[src/rtl/enc8b10b_rd_sel.sv]
// 8b/10b running-disparity code selector between the RD-/RD+ ROMs and the lane.
// Two stages: ROM read in flight (S1) and an output register with back-pressure.
module enc8b10b_rd_sel #(
  parameter logic RD_INIT = 1'b0
) (
  input  logic       clk,
  input  logic       rst,
  input  logic       i_clear,
  input  logic       s_valid,
  output logic       s_ready,
  input  logic [7:0] s_data,
  input  logic       s_k,
  output logic [7:0] rom_addr,
  output logic       rom_rd_en,
  output logic       rom_k,
  input  logic [9:0] rom_minus_code,
  input  logic [9:0] rom_plus_code,
  input  logic       rom_minus_kerr,
  input  logic       rom_plus_kerr,
  output logic       m_valid,
  input  logic       m_ready,
  output logic [9:0] m_data,
  output logic       m_k_error,
  output logic       m_disp_error,
  output logic       o_rd
);

  logic       s1_valid;
  logic       k_q;
  logic [7:0] addr_q;
  logic       advance;
  logic       issue;
  logic [9:0] sel_code;
  logic       kerr;
  logic [3:0] n;
  logic       rd_nxt;
  logic       derr_nxt;

  function automatic logic [3:0] ones(input logic [9:0] c);
    logic [3:0] acc;
    acc = '0;
    for (int i = 0; i < 10; i++) acc = acc + {3'b0, c[i]};
    return acc;
  endfunction

  assign advance   = s1_valid & (~m_valid | m_ready);
  assign s_ready   = ~rst & ~i_clear & (~s1_valid | advance);
  assign issue     = s_valid & s_ready;
  assign rom_rd_en = issue;
  // Hold the address when idle so the re-registering k path keeps its code
  assign rom_addr  = issue ? s_data : addr_q;
  assign rom_k     = k_q;

  assign sel_code = o_rd ? rom_plus_code : rom_minus_code;
  assign kerr     = k_q & (o_rd ? rom_plus_kerr : rom_minus_kerr);
  assign n        = ones(sel_code);

  always_comb begin
    rd_nxt   = o_rd;
    derr_nxt = 1'b0;
    if (!kerr) begin
      case (n)
        4'd6: begin
          rd_nxt   = 1'b1;
          derr_nxt = o_rd;
        end
        4'd4: begin
          rd_nxt   = 1'b0;
          derr_nxt = ~o_rd;
        end
        4'd5:    derr_nxt = 1'b0;
        default: derr_nxt = 1'b1;
      endcase
    end
  end

  always_ff @(posedge clk or posedge rst) begin
    if (rst) begin
      s1_valid     <= 1'b0;
      addr_q       <= '0;
      k_q          <= 1'b0;
      m_valid      <= 1'b0;
      m_data       <= '0;
      m_k_error    <= 1'b0;
      m_disp_error <= 1'b0;
      o_rd         <= RD_INIT;
    end else if (i_clear) begin
      s1_valid <= 1'b0;
      m_valid  <= 1'b0;
      o_rd     <= RD_INIT;
    end else begin
      if (issue) begin
        s1_valid <= 1'b1;
        addr_q   <= s_data;
        k_q      <= s_k;
      end else if (advance) begin
        s1_valid <= 1'b0;
      end
      if (advance) begin
        m_valid      <= 1'b1;
        m_data       <= kerr ? 10'd0 : sel_code;
        m_k_error    <= kerr;
        m_disp_error <= derr_nxt;
        o_rd         <= rd_nxt;
      end else if (m_ready) begin
        m_valid <= 1'b0;
      end
    end
  end

endmodule

[config.mk]
export PLATFORM = sky130hd
export DESIGN_NAME = enc8b10b_rd_sel
export DESIGN_NICKNAME = d
export VERILOG_FILES = /design/src/rtl/enc8b10b_rd_sel.sv
export SDC_FILE = /design/constraint.sdc
export NUM_CORES = 1
export LEC_CHECK = 0
export BUFFER_PORTS_ARGS = -buffer_cell sky130_fd_sc_hd__buf_2
export CAP_MARGIN = 10
export CORE_MARGIN = 1.5
export CORE_UTILIZATION = 43
export DETAILED_ROUTE_END_ITERATION = 12
export PLACE_DENSITY = 0.8
export SLEW_MARGIN = 15
export SYNTH_ARGS = -nofsm -noshare
export SYNTH_HDL_FRONTEND = slang
export SYNTH_SLANG_ARGS = --single-unit
export TNS_END_PERCENT = 1
[constraint.sdc]
create_clock -name clk -period 4.31 [get_ports clk]
set_clock_uncertainty 0.2 [all_clocks]
set_input_delay 0.431 -clock clk [delete_from_list [all_inputs] [get_ports clk]]
set_output_delay 0.431 -clock clk [all_outputs]
set_load 0.01 [all_outputs]
==> summary.md <==
| Metric | Value |
|---|---|
| Row cnt | `21` |
| Clock insertion delay at the later pin of the skew report | `0.30 ns` |
| CP Launch Type | `register` |
| TritonCTS clock tree | `built` |
| Routability cong. | `0.7771` |
| CTS Buffer Depth | `2` |
| Routed length per placed instance | `12.26 um` |
| Reg2Reg Depth | `14` |
| Max_cap viols | `0` |
| Grt ovf | `0` |
| Sinks on Clock Net | `24` |
| Instance count after placement with tap cells included | `229` |
| Floorplan die height | `61.62 um` |
| Max Clock Freq | `0.2435 GHz` |
| Reg-to-Reg Start | `o_rd` |
| Data arrival, critical path | `4.11 ns` |
| Total inserted antenna cells | `0` |
| Clock transition at the registers of the reported paths | `0.13 ns` |
| Non-filler cells in the finished layout | `236` |
| Share of the synthesized area in the top cell type | `40.64%` |
| FF+latch area | `601.8 sq um` |
| Worst hold path class | `input port to asynchronous set/reset pin` |
| Count of vias placed by the detailed router | `1,133` |
| Leading post-synthesis cells by cell area | `dfrtp_1 (41%), mux2_2 (13%), mux2_4 (9.1%)` |
| Type of element capturing the critical path | `register` |
| Fraction of synthesized cell area in xor and xnor cells | `0.5927%` |
| Sum Neg Setup Slack | `0 ns` |
| Leakage | `0.9586 nW` |
| Die width | `61.62 um` |
| Area growth from synthesis to layout | `26.33%` |
| CP max FO | `5` |
| Result of the run | `finished, final reports clean` |
| Total die area | `3797 sq um` |
| Most instantiated library cell after synthesis | `dfrtp_1` |
| Primary FF master, synth | `dfrtp_1` |
| FFs w/ async S/R, synth | `100.0%` |
| Cts bufs inserted | `3` |
| Post-synthesis average cell area | `11.54 sq um` |
| Vias in the first global route | `1,015` |
| Cells after Synth | `128` |
| Setup slack, reg-to-reg | `0.20 ns` |
| Nets | `235` |
| Cell type with the highest aggregate area in the netlist | `dfrtp_1` |
| Ranking of synthesized cells by instance count | `dfrtp_1 (24), mux2_2 (17), nand2_1 (12), inv_1 (10), mux2_4 (9)` |
| Syn nets | `172` |
| Number of enable flip-flop cells after synthesis | `0` |
| Post-DR vias/cell | `4.801` |
| GRT Resource Usage Total | `16.03%` |
| Number of top-level pins | `61` |
| Share of the clock period used by the worst path after layout | `95.30%` |
| Power density of the placed cells | `394.7 nW/um^2` |
| # fillers | `318` |
| Post-synthesis adder-cell area fraction | `9.822%` |
| Total of flip-flops plus latches after synthesis | `24` |
| Count of hold buffers inserted by post-cts repair | `0` |
| Compound-cell area share of the yosys netlist | `6.859%` |
| Setup repair after global routing missed its margin | `no` |
| Portion of netlist area occupied by mux cells | `24.81%` |
| Slew @ Worst Pin | `0.8761 ns` |
| Endpoint of the most critical register-to-register path | `o_rd` |
| Main combinational cell family by area after synthesis | `multiplexers` |
| Placeable core region | `3311 sq um` |
| Relative max-transition margin | `41.53%` |
| Detailed placer's ending HPWL | `2.313 mm` |
| Final setup violating endpoints | `0` |
| Multi-input gate area | `802.0 sq um` |
| Critical path class | `register to register` |
| Max-slew violations | `0` |
| Initial standard-cell utilization of the core | `44.63%` |
| Distinct cell type count after synthesis | `27` |
| Post-Syn Area | `1478 sq um` |
| Fraction of the yosys area taken by sequential cells | `40.64%` |
| Final worst path period need | `4.107 ns` |
| Share of post-route cells with drive strength above 1 | `51.58%` |
| Max H-tree Level | `1` |
| Initial antenna violation count | `0` |
| DRC violations left | `0` |
| Synth warn | `0` |
| Number of DRC violations after detailed-routing iteration 0 | `30` |
| Peak supply drop | `0.0001630 V` |
| Count of buffers from port buffering | `60` |
| Wirelength, routed | `2.893 mm` |
| Hold Fails Final Rpt | `0` |
| Number of iterations in the first detailed-routing pass | `4` |
| Count of antenna-violating nets left after detailed routing | `0` |
| Area fraction in and, or, nand and nor cells after synthesis | `12.19%` |
| Crit path required time | `4.31 ns` |
| Root Buffer Master | `clkbuf_4` |
| Global-route wire length before repair | `4.422 mm` |
| Pin count of the biggest net entering global routing | `25` |
## registers in the layout, summed over array words and instances, names as in the netlist
register	flops
m_data	10
addr_q	8
m_disp_error	1
m_k_error	1
m_valid	1
o_rd	1
rom_k	1
s1_valid	1
## what timing repair did
item	in CTS	in global routing
hold endpoints to repair	0	0
setup endpoints to repair	1	1
resized for setup	1	0
gates cloned	0	0
setup buffers	0	3
## routing by layer
layer  vias up  share of wire [%]  GRT usage (%)  wire, um
li1        564                  -              -         -
met1       527                 47          21.32      1354
met2        37                 47          26.92      1371
met3         5                4.0          1.471       117
met4         0                1.8          6.383        51
met5         -                  0              0         0
## worst max-delay path, cell delays in order (launching register included)
cell,delay [ns]
dfrtp_2,0.37
buf_4,0.14
mux2_2,0.37
fa_1,0.54
inv_1,0.05
fa_1,0.52
fa_1,0.42
inv_1,0.07
ha_1,0.15
inv_1,0.06
fa_1,0.39
nor2b_1,0.12
a31oi_1,0.06
nor3_1,0.20
mux2_2,0.36
## area by class of cell
type,instances,area share [%]
well taps,46,3.083
repair buffers,64,17.56
multi-input cells,87,42.96
clock buffers,4,1.944
flip-flops and latches,24,32.24
inverters,11,2.212
## cell families (layout without fill, tap and decap cells)
| family | count (synthesis) | after routing |
|---|---|---|
| and+or+nand+nor | 34 | 34 |
| muxes | 30 | 30 |
| DFF | 24 | 24 |
| buffers and inverters | 17 | 79 |
| AOI/OAI and AO/OA | 14 | 14 |
| adders and majority gates | 8 | 8 |
| xor gates and xnor gates | 1 | 1 |
## layout by cell type, fill, tap and decap left out, types with 4 or more instances in the layout
master,synthesis,final
buf_2,3,61
dfrtp_1,24,23
fa_1,6,6
inv_1,10,10
mux2_2,17,17
mux2_4,9,9
mux2i_1,4,4
nand2_1,12,12
nand4_1,7,7
nor2_1,6,6
o21ai_0,7,7
o31ai_1,4,4
## stage by stage
step                hold WS [ns]  instance area (sq um)  power, mW  worst slack [ns]  util, %
floorplan                 0.2456                   1478     0.5215            0.1641        -
global placement          0.2591                   1809     0.6152            0.1637    54.65
detailed placement        0.2658                   1809     0.6297          -0.01922    54.65
CTS                       0.1444                   1847     0.7430            0.1096    55.78
global route              0.1442                   1867     0.7981          0.001576    56.39
finish                    0.1141                   1867     0.7369            0.2026    56.39
## how the worst max path moves through the flow
stage,startpoint,end,cells after the start
after floorplan,o_rd,o_rd,14
after global placement,o_rd,o_rd,13
after detailed placement,o_rd,o_rd,13
after CTS,o_rd,o_rd,13
after global routing,o_rd,o_rd,14
final,o_rd,o_rd,14
## power by group
group | internal (mW) | switching, mW
clock | 0.0516 | 0.0635
sequential | 0.270 | 0.0240
combinational | 0.165 | 0.162
total | 0.487 | 0.250
No activity file was read; power rests on OpenSTA's default activity.
